==> src/rtl/multi_button_processor.sv <==
// Per-channel pushbutton processor: two-flop synchroniser, debounce, and short/long
// press classification with optional auto-repeat of the long-press pulse.
module multi_button_processor #(
  parameter int N_BUTTONS       = 4,
  parameter int DEBOUNCE_TIME   = 20,
  parameter int LONG_PRESS_TIME = 1500,
  parameter int REPEAT_TIME     = 250,
  parameter int CNT_W           = 11
) (
  input  logic                 clk_1khz,
  input  logic                 rst_i,
  input  logic [N_BUTTONS-1:0] pushbutton_i,
  output logic [N_BUTTONS-1:0] count_up,
  output logic [N_BUTTONS-1:0] count_down,
  output logic [N_BUTTONS-1:0] pressed_o
);

  typedef enum logic [1:0] {
    S_IDLE       = 2'd0,
    S_DEBOUNCING = 2'd1,
    S_PRESSED    = 2'd2,
    S_LONG_PRESS = 2'd3
  } state_t;

  localparam logic [CNT_W-1:0] DB_LAST = CNT_W'(DEBOUNCE_TIME - 1);
  localparam logic [CNT_W-1:0] LP_LAST = CNT_W'(LONG_PRESS_TIME - 1);
  localparam logic [CNT_W-1:0] RP_LAST = CNT_W'((REPEAT_TIME > 0) ? (REPEAT_TIME - 1) : 0);
  localparam bit               RP_EN   = (REPEAT_TIME > 0);

  logic [N_BUTTONS-1:0] r_sync_p0;
  logic [N_BUTTONS-1:0] r_sync_p1;
  state_t               r_state [N_BUTTONS];
  logic [CNT_W-1:0]     r_cnt   [N_BUTTONS];

  // Stage p0/p1: metastability guard on the raw pins
  always_ff @(posedge clk_1khz or posedge rst_i) begin
    if (rst_i) begin
      r_sync_p0 <= '0;
      r_sync_p1 <= '0;
    end else begin
      r_sync_p0 <= pushbutton_i;
      r_sync_p1 <= r_sync_p0;
    end
  end

  // Stage p2: per-channel press classifier, outputs registered alongside state
  always_ff @(posedge clk_1khz or posedge rst_i) begin
    if (rst_i) begin
      count_up   <= '0;
      count_down <= '0;
      pressed_o  <= '0;
      for (int i = 0; i < N_BUTTONS; i++) begin
        r_state[i] <= S_IDLE;
        r_cnt[i]   <= '0;
      end
    end else begin
      for (int i = 0; i < N_BUTTONS; i++) begin
        count_up[i]   <= 1'b0;
        count_down[i] <= 1'b0;
        case (r_state[i])
          S_IDLE: begin
            r_cnt[i]     <= '0;
            pressed_o[i] <= 1'b0;
            if (r_sync_p1[i]) r_state[i] <= S_DEBOUNCING;
          end
          S_DEBOUNCING: begin
            if (!r_sync_p1[i]) begin
              r_state[i] <= S_IDLE;
              r_cnt[i]   <= '0;
            end else if (r_cnt[i] == DB_LAST) begin
              r_state[i]   <= S_PRESSED;
              r_cnt[i]     <= '0;
              pressed_o[i] <= 1'b1;
            end else begin
              r_cnt[i] <= r_cnt[i] + CNT_W'(1);
            end
          end
          S_PRESSED: begin
            if (!r_sync_p1[i]) begin
              r_state[i]   <= S_IDLE;
              r_cnt[i]     <= '0;
              pressed_o[i] <= 1'b0;
              count_up[i]  <= 1'b1;
            end else if (r_cnt[i] == LP_LAST) begin
              r_state[i]    <= S_LONG_PRESS;
              r_cnt[i]      <= '0;
              count_down[i] <= 1'b1;
            end else begin
              r_cnt[i] <= r_cnt[i] + CNT_W'(1);
            end
          end
          S_LONG_PRESS: begin
            if (!r_sync_p1[i]) begin
              r_state[i]   <= S_IDLE;
              r_cnt[i]     <= '0;
              pressed_o[i] <= 1'b0;
            end else if (RP_EN && (r_cnt[i] == RP_LAST)) begin
              r_cnt[i]      <= '0;
              count_down[i] <= 1'b1;
            end else if (RP_EN) begin
              r_cnt[i] <= r_cnt[i] + CNT_W'(1);
            end else begin
              r_cnt[i] <= '0;
            end
          end
          default: begin
            r_state[i]   <= S_IDLE;
            r_cnt[i]     <= '0;
            pressed_o[i] <= 1'b0;
          end
        endcase
      end
    end
  end

endmodule

==> config.mk <==
export PLATFORM = sky130hd
export DESIGN_NAME = multi_button_processor
export DESIGN_NICKNAME = d
export VERILOG_FILES = /design/src/rtl/multi_button_processor.sv
export SDC_FILE = /design/constraint.sdc
export NUM_CORES = 1
export LEC_CHECK = 0
export ABC_AREA = 0
export BUFFER_PORTS_ARGS = -buffer_cell sky130_fd_sc_hd__buf_2
export CAP_MARGIN = 20
export CORE_UTILIZATION = 55
export CTS_CLUSTER_SIZE = 8
export DETAILED_ROUTE_END_ITERATION = 6
export GPL_TIMING_DRIVEN = 1
export PLACE_DENSITY_LB_ADDON = 0.3
export RECOVER_POWER = 50
export SLEW_MARGIN = 20
export SYNTH_ARGS = -nofsm -noshare
export SYNTH_HDL_FRONTEND = slang
export SYNTH_SLANG_ARGS = --single-unit
==> constraint.sdc <==
create_clock -name clk_1khz -period 1.8 [get_ports clk_1khz]
set_input_delay 0 -clock clk_1khz [delete_from_list [all_inputs] [get_ports clk_1khz]]
set_output_delay 0 -clock clk_1khz [all_outputs]
set_load 0.005 [all_outputs]
==> flow_metrics.tcl, run 1 <==
set metrics [dict create \
    cts.reportedPaths.clkPinSlew_ns 0.07 \
    fin_crit_sh_pct 103 \
    cts_tree "built" \
    fp.dieArea_mm2 0.00661 \
    detail_route.iter0.violations 163 \
    synth_top_cell_by_area "sky130_fd_sc_hd__dfrtp_1" \
    drv_slew 0 \
    grt_first_pass_wirelength_um 12900 \
    place_worst_setup_slack_ns -0.398 \
    place_congestion 0.890 \
    ios 18 \
    crit_path_cell_trace "or4_4 > or3_4 > a32oi_4 > buf_4 > a21oi_2" \
    clk-insertion-delay-late_ns 0.35 \
    clock-sinks 72 \
    dp.final_hpwl_um 4790 \
    n_antenna_cell 0 \
    gr-total-overflow 0 \
    cts_buffers 9 \
    ys_warn_count 0 \
    share_of_synthesized_area_occupied_by_flip_flops_and_latches_pct 52.1 \
    max_stage_delay_ns 0.54 \
    timing_worst_slew_pin_value_ns 0.949 \
    leakage_power_nw 2.00 \
    synth_ff_type "sky130_fd_sc_hd__dfrtp_1" \
    floorplan.initialDensity_pct 57.8 \
    run_status "finished, violations left" \
    worst_clock_skew_ns 0.0118 \
    crit_path_start_kind "flop" \
    final_core_occ_pct 74.4 \
    cpMaxStageDelayCell "sky130_fd_sc_hd__or4_4" \
    max_slew_headroom_at_the_worst_pin_pct 36.8 \
    rows 28 \
    min_period_ns 1.85 \
    post-synth-top-count-cell "sky130_fd_sc_hd__dfrtp_1" \
    pin_count_of_the_biggest_net_entering_global_routing 73 \
    die_h_um 81.3 \
    portBuffers 17 \
    average_instance_area_after_synthesis_um2 10.3 \
    globalRouteTotalUtil_pct 26.2 \
    grt_setup_unrepaired "yes" \
    drt-pass1-iter-count 4 \
    root_buffer "sky130_fd_sc_hd__clkbuf_8" \
    worst-setup-path-type "flop to flop" \
    timing.max_cap.violations 0 \
    routed_wire_length_per_instance_um 15.4 \
    critical_path.max_fanout 4 \
    antenna_found_initial 0 \
    power.density_mw_per_mm2 685 \
    drive_above_1_share_pct 28.9 \
    cp.arrival_ns 2.07 \
    chipWidth_um 81.3 \
    netlist_top_cells_count "sky130_fd_sc_hd__dfrtp_1, sky130_fd_sc_hd__nor2_1, sky130_fd_sc_hd__a21oi_1" \
    synth_edf_count 0 \
    final.setup.worst_slack_ns -0.0532 \
    vias_per_cell 5.66 \
    cp.required_ns 2.02 \
    post_synth_inst_count 337 \
    ffs_w_async_s_r_synth_pct 100 \
    fin_tns_setup_ns -0.705 \
    synthTopCellsByArea "sky130_fd_sc_hd__dfrtp_1, sky130_fd_sc_hd__xor2_1, sky130_fd_sc_hd__a21oi_1" \
    wl_um 7780 \
    final_cells 504 \
    hold_path.class "primary input to flop" \
    netlist.area_leader.share_pct 52.1 \
    drc 0 \
    crit_path_end_kind "flop" \
    finalHoldViolations 0 \
    final-setup-viol-count 22 \
    vdd_ir_drop_max_mv 0.505 \
    cts_htree_levels 3 \
    register_bit_count_reported_by_yosys 72 \
    num_vias 2854 \
    synthDistinctLibCells 50 \
    syn-num-nets 352 \
    design.final.nets 439 \
    ctsLongestPathBuffers 2 \
    area.growth.synth_to_final_pct 28.8 \
    core_area_mm2 0.00599 \
    via_count_of_the_first_global_routing_pass 2863 \
    post_synth_instance_area_mm2 0.00346 \
    placed_cells_incl_taps 471 \
    remaining_antenna_violation_count 0 \
    fmax_mhz 540 \
    failed_checks "negative setup slack" \
]
-- final timing paths --
check,start,to,slack (ns),cells past startpoint
worst max-delay path,r_cnt[18]$_DFF_PP0_,r_cnt[18]$_DFF_PP0_,-0.05,5
worst min-delay path,pushbutton_i[1],r_sync_p0[1]$_DFF_PP0_,0.30,2
worst max register to register,r_cnt[18]$_DFF_PP0_,r_cnt[18]$_DFF_PP0_,-0.05,5
worst min register to register,r_sync_p0[2]$_DFF_PP0_,r_sync_p1[2]$_DFF_PP0_,0.35,0
max in group asynchronous,rst_i,r_cnt[30]$_DFF_PP0_,0.65,4
min in group asynchronous,rst_i,count_down[2]$_DFF_PP0_,0.55,4
-- cell type report --
type,count,area (um^2)
timing repair buffer,86,631
fill,394,1530
inverter,11,45.0
tap,75,93.8
sequential,72,1800
multi-input combinational,244,1700
clock inverter,2,12.5
clock buffer,14,173
-- layer usage --
metal	track usage, %	vias to the layer above	part of all wire (%)
li1	-	1376	-
met1	30.4	1382	44
met2	45.3	88	51
met3	8.09	8	4.3
met4	9.29	0	0.93
met5	0	-	0
-- critical path, delay by kind of cell (launching register included) --
| kind | cells | cell delay (ns) |
|---|---|---|
| AO/OA/AOI/OAI | 2 | 0.26 |
| flip-flops | 1 | 0.40 |
| buffers and inverters | 1 | 0.19 |
| AND/OR/NAND/NOR | 2 | 0.90 |
-- sequential cells by signal, indices dropped and copies added (netlist names) --
signal and flops:
pressed_o 4, r_state 8, r_cnt 44, count_up 4, r_sync_p1 4, count_down 4
r_sync_p0 4
-- power breakdown --
group / switching (mW) / leakage, nW / internal (mW)
clock network: 0.590 / 0.0927 / 0.613
registers: 0.0276 / 0.975 / 1.64
logic: 0.102 / 0.934 / 0.0774
-- logic make-up (layout without fill, tap and decap cells) --
group | after synthesis | after routing | share of synthesized area [%]
xor gates and xnor gates | 36 | 36 | 9.11
buffers and inverters | 21 | 113 | 2.57
muxes | 1 | 1 | 0.289
adders and majority gates | 9 | 9 | 3.25
and+or+nand+nor | 149 | 149 | 23.9
AOI/OAI and AO/OA | 49 | 49 | 8.82
DFF | 72 | 72 | 52.1
-- placed cells by master, fill, tap and decap left out, types with 2 or more instances in the layout --
cell | synthesis | final
sky130_fd_sc_hd__and4_1 | 7 | 7
sky130_fd_sc_hd__nand4_1 | 14 | 14
sky130_fd_sc_hd__nor3_1 | 9 | 8
sky130_fd_sc_hd__nor2_1 | 35 | 28
sky130_fd_sc_hd__ha_1 | 9 | 8
sky130_fd_sc_hd__a21oi_1 | 27 | 19
sky130_fd_sc_hd__and3_1 | 6 | 6
sky130_fd_sc_hd__buf_4 | 0 | 61
sky130_fd_sc_hd__dlygate4sd3_1 | 0 | 5
sky130_fd_sc_hd__nor2_2 | 0 | 6
sky130_fd_sc_hd__nand4b_1 | 3 | 3
sky130_fd_sc_hd__inv_1 | 11 | 10
sky130_fd_sc_hd__xnor2_1 | 15 | 15
sky130_fd_sc_hd__nand3_1 | 16 | 16
sky130_fd_sc_hd__nand2_1 | 20 | 20
sky130_fd_sc_hd__nor4_1 | 5 | 5
sky130_fd_sc_hd__clkbuf_1 | 7 | 3
sky130_fd_sc_hd__a21oi_2 | 0 | 8
sky130_fd_sc_hd__nor2b_1 | 9 | 9
sky130_fd_sc_hd__clkinvlp_4 | 0 | 2
sky130_fd_sc_hd__or3_4 | 0 | 2
sky130_fd_sc_hd__or3_1 | 5 | 3
sky130_fd_sc_hd__and3b_1 | 3 | 3
sky130_fd_sc_hd__and4b_1 | 2 | 2
sky130_fd_sc_hd__dfrtp_1 | 72 | 72
sky130_fd_sc_hd__nand2b_1 | 2 | 2
sky130_fd_sc_hd__o21ai_0 | 6 | 6
sky130_fd_sc_hd__nand3b_1 | 3 | 3
sky130_fd_sc_hd__xor2_1 | 21 | 21
sky130_fd_sc_hd__buf_2 | 2 | 16
sky130_fd_sc_hd__clkbuf_8 | 0 | 12
-- per-stage QoR --
stage	cell area, um^2	hold slack [ns]	total power, mW
2_1_floorplan	3480	0.0314	1.78
3_3_place_gp	4010	0.110	1.83
3_5_place_dp	4010	0.109	1.83
4_1_cts	4360	0.279	3.05
5_1_grt	4460	0.274	3.20
6_report	4460	0.296	3.05
-- timing repair --
| action | in CTS | in global routing |
|---|---|---|
| gates resized for setup | 16 | 13 |
| endpoints found under the hold margin | 76 | 0 |
| setup buffers | 6 | 5 |
| setup endpoints to repair | 43 | 44 |
| gates cloned | 1 | 0 |
| hold buffers | 5 | 0 |
| pin swaps | 15 | 7 |
Note: power is estimated with default switching activity, not from simulation.
==> inputs of run 2 (changes only) <==
--- a/config.mk
+++ b/config.mk
@@ -8,6 +8,7 @@
 export ABC_AREA = 0
 export BUFFER_PORTS_ARGS = -buffer_cell sky130_fd_sc_hd__buf_2
 export CAP_MARGIN = 20
+export CORE_MARGIN = 2
 export CORE_UTILIZATION = 55
 export CTS_CLUSTER_SIZE = 8
 export DETAILED_ROUTE_END_ITERATION = 6
==> run 2 against run 1 <==
The flow still finishes with violations (negative setup slack). Cell area shrank 0.51%. Combinational power shrank 12%. Core utilization shrank 0.38 points. Global-route usage shrank 4.4 points. Total power grew 7.4%. Critical path type unchanged. Largest cell class unchanged. Final cell count shrank 1.4%. Die area grew 5.0%.
==> flow_metrics.tcl, run 2 (synthesized netlist as in run 1, its figures left out) <==
set metrics [dict create \
    timing.rr.start "r_cnt[18]$_DFF_PP0_" \
    power.share.clock_pct 44.3 \
    layout_top_registers "r_cnt (44), r_state (8)" \
    remaining_antenna_violation_count 0 \
    largest_register_ff_count 44 \
    p_sw_share_pct 22.0 \
    most-common-layout-cells "sky130_fd_sc_hd__dfrtp_1, sky130_fd_sc_hd__buf_4, sky130_fd_sc_hd__nor2_1" \
    detail_route.iter0.violations 177 \
    place_congestion 0.828 \
    regMostFlops "r_cnt" \
    routed_wire_length_per_instance_um 14.9 \
    drive_above_1_share_pct 27.5 \
    leakage_power_nw 1.97 \
    final-setup-viol-count 13 \
    drc 0 \
    fp.dieArea_mm2 0.00694 \
    cts_tree "built" \
    final_common_cell "sky130_fd_sc_hd__dfrtp_1" \
    final.setup.worst_slack_ns -0.0743 \
    dp.final_hpwl_um 4830 \
    root_buffer "sky130_fd_sc_hd__clkbuf_8" \
    cts_htree_levels 3 \
    failed_checks "negative setup slack" \
    max_slew_headroom_at_the_worst_pin_pct 18.5 \
    vdd_ir_drop_max_mv 0.733 \
    power.share.combinational_pct 4.8 \
    hold_path.class "primary input to flop" \
    cp.required_ns 2.04 \
    cp.arrival_ns 2.11 \
    ff2ff_setup_slack_ns -0.07 \
    design.final.nets 432 \
    worst_clock_skew_ns 0.0115 \
    run_status "finished, violations left" \
    floorplan.initialDensity_pct 57.8 \
    fin_total_pwr_mw 3.28 \
    ctsLongestPathBuffers 2 \
    fmax_mhz 534 \
    grt_setup_unrepaired "yes" \
    chipWidth_um 83.3 \
    die_h_um 83.3 \
    via_count_of_the_first_global_routing_pass 2809 \
    cts_buffers 9 \
    crit_path_end_kind "flop" \
    area.growth.synth_to_final_pct 28.2 \
    ios 18 \
    worst-setup-path-type "flop to flop" \
    crit_path_start_kind "flop" \
    timing.max_cap.violations 0 \
    internal-power_mw 2.56 \
    final-seq-area_mm2 0.00180 \
    wl_um 7380 \
    antenna_found_initial 0 \
    vias_per_cell 5.64 \
    holdCritStartpoint "pushbutton_i[3]" \
    holdPathEnd "r_sync_p0[3]$_DFF_PP0_" \
    multi_input_combinational_cell_area_mm2 0.00171 \
    min_period_ns 1.87 \
    grt_first_pass_wirelength_um 12400 \
    critical_path.reg2reg.endpoint "r_cnt[17]$_DFF_PP0_" \
    reg2reg_depth 5 \
    fill_cells 408 \
    globalRouteTotalUtil_pct 21.7 \
    cts.reportedPaths.clkPinSlew_ns 0.07 \
    pin_count_of_the_biggest_net_entering_global_routing 45 \
    rows 28 \
    n_antenna_cell 0 \
    net-switching-power_uw 721 \
    portBuffers 17 \
    finalHoldViolations 0 \
    clock-sinks 72 \
    drv_slew 0 \
    critical_path.max_fanout 6 \
    pwr-share-seq_pct 50.9 \
    num_vias 2804 \
    final_core_occ_pct 74.0 \
    fin_tns_setup_ns -0.637 \
    clk-insertion-delay-late_ns 0.35 \
    drt-pass1-iter-count 4 \
    fin_crit_sh_pct 104 \
    hold_path_depth 2 \
    timing_worst_slew_pin_value_ns 1.22 \
    core_area_mm2 0.00599 \
    gr-total-overflow 0 \
    power.density_mw_per_mm2 739 \
]
[run 2: routing by layer]
metal	wire, um	GRT usage [%]	vias up
met3	286	6.26	13
met1	3190	26.6	1378
met5	0	0	-
met2	3820	37.2	53
met4	92	6.56	0
li1	-	-	1360
[run 2: worst max path at each step]
stage	slack, ns	endpoint	startpoint
after floorplan	-0.01	r_cnt[11]$_DFF_PP0_	r_cnt[18]$_DFF_PP0_
after global placement	-0.27	r_cnt[30]$_DFF_PP0_	r_cnt[31]$_DFF_PP0_
after detailed placement	-0.38	r_cnt[27]$_DFF_PP0_	r_cnt[22]$_DFF_PP0_
after CTS	-0.05	r_cnt[14]$_DFF_PP0_	r_cnt[18]$_DFF_PP0_
after global routing	-0.13	r_cnt[6]$_DFF_PP0_	r_cnt[1]$_DFF_PP0_
final	-0.07	r_cnt[17]$_DFF_PP0_	r_cnt[18]$_DFF_PP0_
[run 2: cell type report]
type	instances	area share, %
Clock buffer	11	3.41
Clock inverter	5	1.78
Inverter	11	0.959
Multi-Input combinational cell	244	38.5
Sequential cell	72	40.6
Tap cell	75	2.12
Timing Repair Buffer	79	12.6
[run 2: what timing repair did]
action / in CTS / in global routing
buffers inserted: 0 / 1
endpoints found under the setup margin: 33 / 44
hold endpoints to repair: 32 / 0
resized for setup: 11 / 20
hold buffers: 5 / 0
pin swaps: 5 / 12
cloned: 1 / 1
[run 2: per-stage QoR]
stage               area (um^2)  std cells  setup WS (ns)  hold WS [ns]
CTS                        4370        495        -0.0517         0.275
finish                     4440        497        -0.0743         0.288
global route               4440        497         -0.127         0.283
global placement           4030        473         -0.272         0.105
detailed placement         4030        473         -0.379         0.110
floorplan                  3480        337        -0.0105        0.0314
[run 2: power by group through the flow]
stage | Clock [mW] | Combinational [mW] | Sequential (mW)
floorplan | 0 | 0.0820 | 1.70
global placement | 0 | 0.133 | 1.70
detailed placement | 0 | 0.137 | 1.70
CTS | 1.47 | 0.154 | 1.67
global route | 1.54 | 0.181 | 1.67
finish | 1.45 | 0.158 | 1.67
[run 2: critical path: stages (launching register included)]
cell                      delay, ns
sky130_fd_sc_hd__dfrtp_1       0.39
sky130_fd_sc_hd__or4_4         0.55
sky130_fd_sc_hd__or3_4         0.36
sky130_fd_sc_hd__a32oi_4       0.22
sky130_fd_sc_hd__buf_6         0.16
sky130_fd_sc_hd__a21oi_1       0.07
